===== config.mk =====
export PLATFORM = sky130hd
export DESIGN_NAME = tinker_program_loader
export DESIGN_NICKNAME = d
export VERILOG_FILES = /design/src/rtl/tinker_pkg.sv /design/src/rtl/tinker_byte_packer.sv /design/src/rtl/tinker_program_loader.sv
export SDC_FILE = /design/constraint.sdc
export NUM_CORES = 1
export LEC_CHECK = 0
export BUFFER_PORTS_ARGS = -buffer_cell sky130_fd_sc_hd__buf_4
export CAP_MARGIN = 20
export CORE_UTILIZATION = 51
export DETAILED_ROUTE_END_ITERATION = 12
export PLACE_DENSITY = 0.71
export SETUP_SLACK_MARGIN = 0.05
export SLEW_MARGIN = 0
export SYNTH_ARGS = -nofsm -noshare
export SYNTH_HDL_FRONTEND = slang
export SYNTH_SLANG_ARGS = --single-unit

===== constraint.sdc =====
create_clock -name clk -period 6.3 [get_ports clk]
set_input_delay 0.63 -clock clk [delete_from_list [all_inputs] [get_ports clk]]
set_output_delay 0.63 -clock clk [all_outputs]
set_load 0.05 [all_outputs]

===== src/rtl/tinker_pkg.sv =====
// Shared types and helpers for the Tinker program loader: FSM states,
// memory capacity and the length-header / address helpers.
package tinker_pkg;

  localparam int unsigned TINKER_MEM_WORDS = 32768;

  typedef enum logic [2:0] {
    S_LEN,
    S_DATA,
    S_SUM,
    S_DONE,
    S_ERR
  } loader_state_t;

  // Decide where a freshly received length header sends the loader.
  function automatic loader_state_t len_next_state(input logic [31:0] len,
                                                   input logic [31:0] mem_words);
    loader_state_t nxt;
    if (len > mem_words) begin
      nxt = S_ERR;
    end else if (len == 32'd0) begin
      nxt = S_SUM;
    end else begin
      nxt = S_DATA;
    end
    return nxt;
  endfunction

  // Byte address of word idx; wraps modulo 2^32 by construction.
  function automatic logic [31:0] word_byte_addr(input logic [31:0] base,
                                                 input logic [31:0] idx);
    return base + {idx[29:0], 2'b00};
  endfunction

endpackage


===== src/rtl/tinker_byte_packer.sv =====
// Collects four stream bytes into a little-endian 32-bit word and pulses
// word_valid on the byte that completes it.
module tinker_byte_packer
  import tinker_pkg::*;
(
  input  logic        clk,
  input  logic        reset,
  input  logic        clear,
  input  logic        byte_en,
  input  logic [7:0]  byte_data,
  output logic        word_valid,
  output logic [31:0] word
);

  logic [1:0]  byte_cnt;
  logic [23:0] pack;

  // The completing byte is not registered; the word is presented the same
  // cycle so the owner can register it on the accepting edge.
  assign word_valid = byte_en && (byte_cnt == 2'd3);
  assign word       = {byte_data, pack};

  always_ff @(posedge clk or negedge reset) begin
    if (!reset) begin
      byte_cnt <= 2'd0;
      pack     <= 24'd0;
    end else if (clear) begin
      byte_cnt <= 2'd0;
      pack     <= 24'd0;
    end else if (byte_en) begin
      byte_cnt <= byte_cnt + 2'd1;
      pack     <= {byte_data, pack[23:8]};
    end
  end

endmodule


===== src/rtl/tinker_program_loader.sv =====
// Writer side of the Tinker instruction memory: parses a length-framed,
// checksummed byte stream, writes the words and releases tinker_core on success.
module tinker_program_loader
  import tinker_pkg::*;
#(
  parameter logic [31:0] BASE_ADDR = 32'h0000_0000,
  parameter int unsigned MEM_WORDS = TINKER_MEM_WORDS
) (
  input  logic        clk,
  input  logic        reset,
  input  logic        rx_valid,
  input  logic [7:0]  rx_data,
  output logic        rx_ready,
  input  logic        start,
  output logic        mem_write,
  output logic [31:0] mem_addr,
  output logic [31:0] mem_wdata,
  output logic        core_reset,
  output logic        done,
  output logic        error,
  output logic [15:0] words_loaded
);

  localparam logic [31:0] MEM_LIMIT = 32'(MEM_WORDS);

  loader_state_t state;
  loader_state_t len_next;
  logic [31:0]   len;
  logic [31:0]   word_idx;
  logic [7:0]    sum;
  logic          accept;
  logic          byte_en;
  logic          restart;
  logic          word_valid;
  logic [31:0]   word;

  assign rx_ready = (state == S_LEN) || (state == S_DATA) || (state == S_SUM);
  assign accept   = rx_valid && rx_ready;
  assign byte_en  = accept && ((state == S_LEN) || (state == S_DATA));
  assign restart  = start && ((state == S_DONE) || (state == S_ERR));

  always_comb begin
    len_next = len_next_state(word, MEM_LIMIT);
  end

  tinker_byte_packer u_packer (
    .clk        (clk),
    .reset      (reset),
    .clear      (restart),
    .byte_en    (byte_en),
    .byte_data  (rx_data),
    .word_valid (word_valid),
    .word       (word)
  );

  // Single FSM owning the checksum, address counter and all registered
  // outputs; the write strobe is a one-cycle pulse raised on the edge that
  // completes a data word.
  always_ff @(posedge clk or negedge reset) begin
    if (!reset) begin
      state        <= S_LEN;
      len          <= 32'd0;
      word_idx     <= 32'd0;
      sum          <= 8'd0;
      mem_write    <= 1'b0;
      mem_addr     <= 32'd0;
      mem_wdata    <= 32'd0;
      core_reset   <= 1'b1;
      done         <= 1'b0;
      error        <= 1'b0;
      words_loaded <= 16'd0;
    end else begin
      mem_write <= 1'b0;
      case (state)
        S_LEN: begin
          if (accept) begin
            sum <= sum + rx_data;
            if (word_valid) begin
              len   <= word;
              state <= len_next;
              if (len_next == S_ERR) begin
                error <= 1'b1;
              end
            end
          end
        end
        S_DATA: begin
          if (accept) begin
            sum <= sum + rx_data;
            if (word_valid) begin
              mem_write    <= 1'b1;
              mem_wdata    <= word;
              mem_addr     <= word_byte_addr(BASE_ADDR, word_idx);
              word_idx     <= word_idx + 32'd1;
              words_loaded <= words_loaded + 16'd1;
              if ((word_idx + 32'd1) == len) begin
                state <= S_SUM;
              end
            end
          end
        end
        S_SUM: begin
          // The checksum byte itself is compared, never accumulated.
          if (accept) begin
            if (rx_data == sum) begin
              state      <= S_DONE;
              done       <= 1'b1;
              core_reset <= 1'b0;
            end else begin
              state <= S_ERR;
              error <= 1'b1;
            end
          end
        end
        S_DONE, S_ERR: begin
          if (start) begin
            state        <= S_LEN;
            core_reset   <= 1'b1;
            done         <= 1'b0;
            error        <= 1'b0;
            len          <= 32'd0;
            word_idx     <= 32'd0;
            sum          <= 8'd0;
            words_loaded <= 16'd0;
          end
        end
        default: begin
          state <= S_LEN;
        end
      endcase
    end
  end

endmodule


Word level (Yosys, flattened, before mapping)
Cells that the tools add are included.

cells by class
  multiplexer cells = 46
  reductions and logical operators = 24
  magnitude comparators = 1
  add/subtract/negate cells = 4
  eq/ne operators = 19

operator list
  cell                                                   number
  two-way mux 32 bit                                     5
  case mux 32 bit (2 select lines)                       2
  two-way mux 16 bit                                     3
  two-way mux 24 bit                                     2
  adder 32 x 1 -> 32 bit (second input constant)         1
  == test 32 bit                                         1
  > comparator 32 x 16 -> 1 bit (second input constant)  1
  logical NOT 32 bit                                     1
  case mux 16 bit (2 select lines)                       1
  two-way mux 3 bit                                      9
  adder 16 x 1 -> 16 bit (second input constant)         1
  two-way mux 8 bit                                      2
  case mux 8 bit (2 select lines)                        1
  two-way mux 1 bit                                      14
  AND reduction 7 bit                                    2
  != test 2 x 1 -> 1 bit (second input constant)         6
  case mux 3 bit (4 select lines)                        1
  AND reduction 4 bit                                    3
  != test 2 bit (second input constant)                  5
  nonzero test 2 bit                                     5
  adder 8 bit                                            1
  == test 8 bit                                          1
  == test 3 x 2 -> 1 bit (second input constant)         2
  == test 3 bit (second input constant)                  2
  other kinds (12)                                       22

word-level totals
  flip-flop bits (word level) = 183
  output and inout bits = 85

Logic depth before layout (Yosys ltp)
  depth after elaboration = 9
  gate-level depth with buffers = 11
  mapped depth without buffers = 10

Cells and area by module
Synthesis repeated with hierarchy kept, for this count alone.

unflattened totals
  cells, all modules = 1064
  area total of the unflattened synthesis = 9332.7 µm²

by module, submodules not included
  module                 area each (µm²)  cells an instance  sequential area each (µm²)  times used
  tinker_program_loader  8179.1           970                3930.0                      1
  tinker_byte_packer     1153.6           94                 650.6                       1

Least setup slack after synthesis
Ideal clock, no wire load.

  kind = reg2reg
  start point = register word_idx[0]
  end point = register state[0]
  setup time = 0.128 ns
  path buffers = 0
  arrival time = 2.577 ns
  period minus slack after synthesis = 2.705 ns
  cell stages (with the launch flop) = 10
  slack = 3.595 ns
  path through = dfrtp_1 ha_1 nand3_4 or4_4 or3_2 xnor2_1 nor3_1 nand4_1 nor4b_2 o31ai_1

between the ends
  cells in the longest elaborated chain, start to end = 4

RTL lines
  what                                     RTL line                     source
  start: declaration                       tinker_program_loader.sv:29  logic [31:0] word_idx;
  start signal: assignment                 tinker_program_loader.sv:94  word_idx <= word_idx + 32'd1;
  adder 32 x 1 -> 32 bit                   tinker_program_loader.sv:96  if ((word_idx + 32'd1) == len) begin
  == test 32 bit                           tinker_program_loader.sv:96
  != test 2 x 1 -> 1 bit (no source line)  -
  AND reduction 7 bit (no source line)     -
  end signal: assignment                   tinker_program_loader.sv:80  state <= len_next;
  end: declaration                         tinker_program_loader.sv:26  loader_state_t state;

No other way between the ends.
A chain may end at the register's enable or synchronous reset.

Final worst setup path
Same ends and word-level chain as after synthesis.

==> results.json <==
{
  "arrival_ns": 3.51,
  "slowest_delay_ns": 0.57,
  "cts_hold_buf": 0,
  "drc": 0,
  "drive_gt1_frac": 0.1389,
  "postLayoutCellArea_mm2": 0.01061,
  "track_usage": 0.2545,
  "start_kind": "flop",
  "path_clk_slew_ns": 0.07,
  "nets": 1140,
  "synthAdderAreaFrac": 0.01567,
  "std_cell_rows": 48,
  "areaGrowthSynthToFinish_pct": 14.52,
  "p_leak_nw": 5.121,
  "path_delay_family": "simple AND/OR/NAND/NOR gates",
  "grt_pass1_wl_um": 37020,
  "critPathKind": "reg -> reg",
  "vias_per_cell": 5.619,
  "synth_compound_area_frac": 0.1138,
  "grt_max_degree": 87,
  "synth_xor_area_frac": 0.06604,
  "drt_iter0_drc": 792,
  "finalCritPeriodShare": 0.5106,
  "io_buffer_count": 94,
  "ctsHtreeMaxLevel": 4,
  "synthMuxAreaShare": 0.008913,
  "finalSetupViolCount": 0,
  "routabilityCongestion": 0.9111,
  "postSynthCellCount": 1063,
  "die_area_mm2": 0.01871,
  "cts_resized": 0,
  "path_buf_inv": 0,
  "yosysSeqAreaShare": 0.4944,
  "rsz0062_at_grt": "false",
  "synthTopCellsByArea": "dfrtp_1, nand2_1, o21ai_0",
  "avgSynthCellArea_um2": 8.716,
  "fp.dieH_um": 136.8,
  "numCtsBuffers": 17,
  "fmax_mhz": 310.9,
  "io_pins": 97,
  "synthFlopType": "dfrtp_1",
  "worstMarginPinSlew_ns": 0.8804,
  "finClkSkew_ns": 0.009285,
  "fin_crit_ns": 3.217,
  "placed_cell_area_mm2": 0.009976,
  "firstDrtPassIters": 5,
  "syn-cell-area_mm2": 0.009265,
  "maxSlewHeadroom": 0.4105,
  "vias": 7614,
  "cp-end-kind": "flop",
  "yosys_warnings": 0,
  "cp_slowest_cell": "or4_4",
  "p_total_w": 0.003771,
  "maxSlewViolCount": 0,
  "overflow": 0,
  "r2r-end": "state[0]",
  "synth.distinct_cells": 68,
  "netlist.area_leader.share": 0.4916,
  "peakVddDrop_v": 0.0002471,
  "hold_violations": 0,
  "antenna_found_initial": 0,
  "die_w_um": 136.8,
  "power_density_mw_per_mm2": 355.4,
  "synth_edf_count": 0,
  "required_ns": 6.59,
  "rr_worst_depth": 9,
  "fin_tns_setup_ns": 0,
  "synth_top_family_by_area": "simple AND/OR/NAND/NOR gates",
  "wirelength_um": 22190,
  "tritoncts": "built",
  "yosys.area.top_type": "dfrtp_1",
  "cp_cell_sequence": "ha_1 > nand3_4 > or4_4 > or3_2 > xnor2_1 > nor3_1 > nand4_1 > nor4b_2 > o31ai_1",
  "path_max_fanout": 9,
  "worst-r2r-setup-slack_ns": 3.08,
  "yosys.area_share.simple": 0.2542,
  "cts_setup_buffers": 0,
  "min_path_type": "in -> async",
  "status": "completed",
  "insertion_delay_ns": 0.43,
  "ant_nets": 0,
  "grt_pass1_vias": 7177,
  "cts_buffer_depth": 2,
  "wire_per_inst_um": 16.38,
  "clkSinkCount": 183,
  "initial_utilization": 0.5283,
  "cts-root-buf": "clkbuf_16",
  "core_region_area_mm2": 0.01754,
  "synth-seq-cells": 183,
  "maxCapViolCount": 0,
  "hpwl_um": 14720,
  "r2r-start": "word_idx[0]",
  "n_antenna_cell": 0,
  "synthArstFlopShare": 1.000
}
==> logic make-up (layout without fill, tap and decap cells) <==
kind of cell | count (synthesis) | in the layout
AND/OR/NAND/NOR | 522 | 522
XOR/XNOR | 69 | 69
multiplexers | 8 | 8
other | 1 | 2
AO/OA/AOI/OAI | 186 | 186
buffers and inverters | 83 | 149
adder cells (fa/ha/maj) | 11 | 11
flip-flops | 183 | 183
==> routing by layer <==
layer,vias to the layer above,global-route usage,wire length [um]
met5,-,0,0
met4,0,0.08486,457
met3,46,0.05148,1117
met2,235,0.3799,10120
met1,3649,0.3695,10490
li1,3684,-,-
==> where the power goes <==
part	total, W	switching, W	internal [W]
Sequential	0.00151	0.000155	0.00135
Clock	0.00112	0.000443	0.000673
Combinational	0.00115	0.000798	0.000350
Total	0.00377	0.00140	0.00238
==> worst max path at each step <==
stage,start,endpoint,slack [ns],cells after the start
after CTS,word_idx[0],state[0],3.10,9
after detailed placement,rx_valid,state[0],3.05,9
after global placement,rx_valid,state[0],3.06,9
final,word_idx[0],state[0],3.08,9
after floorplan,word_idx[0],state[0],3.59,9
after global routing,state[0],words_loaded[15],2.84,8
==> layout by cell type (no fill, tap or decap), types with 6 or more instances in the layout <==
master	n
buf_4	102
and3_1	10
nand4_1	20
xnor2_1	41
nor4_1	18
o21ai_0	93
inv_1	11
nand2_1	354
clkbuf_16	17
nand3_1	21
ha_1	10
xor2_1	27
o31ai_1	16
nor3_1	9
a21oi_1	47
dfrtp_1	182
nor2_1	41
mux2i_1	6
==> worst reg2reg max path, stage by stage (launching register included) <==
cell and delay, ns:
dfrtp_1 0.53, ha_1 0.35, nand3_4 0.17, or4_4 0.57
or3_2 0.50, xnor2_1 0.14, nor3_1 0.13, nand4_1 0.15
nor4b_2 0.42, o31ai_1 0.11
==> cells in the mapped netlist (7+ instances only) <==
cell type	instances
a21oi_1	47
and3_1	10
clkbuf_1	49
clkbuf_8	7
dfrtp_1	182
ha_1	10
inv_1	12
nand2_1	354
nand3_1	21
nand4_1	20
nor2_1	42
nor3_1	9
nor4_1	18
o21ai_0	93
o31ai_1	16
xnor2_1	41
xor2_1	27
==> final cells by class <==
| cell class | instances | area (um2) |
|---|---|---|
| multi-input cells | 798 | 4280 |
| clock buffers | 23 | 457.9 |
| inverters | 12 | 45.04 |
| repair buffers | 105 | 815.8 |
| well taps | 225 | 281.5 |
| flip-flops and latches | 183 | 4581 |
| fillers | 1582 | 6927 |
| clock inverters | 9 | 148.9 |
==> sequential cells by signal (all words and copies together) (netlist names) <==
signal             cells
done                   1
mem_write              1
words_loaded          16
len                   32
mem_addr              30
u_packer.byte_cnt      2
sum                    8
core_reset             1
u_packer.pack         24
state                  3
word_idx              32
error                  1
mem_wdata             32
==> stage by stage <==
| stage | cells | utilization | setup WS (ns) | hold slack, ns |
|---|---|---|---|---|
| floorplan | 1064 | - | 3.595 | 0.3344 |
| global placement | 1321 | 0.5682 | 3.058 | 0.4601 |
| detailed placement | 1322 | 0.5689 | 3.047 | 0.4641 |
| CTS | 1354 | 0.6035 | 3.099 | 0.1333 |
| global route | 1355 | 0.6050 | 2.843 | 0.1466 |
| finish | 1355 | 0.6050 | 3.083 | 0.1175 |
Power figures use the tool's default switching activity.
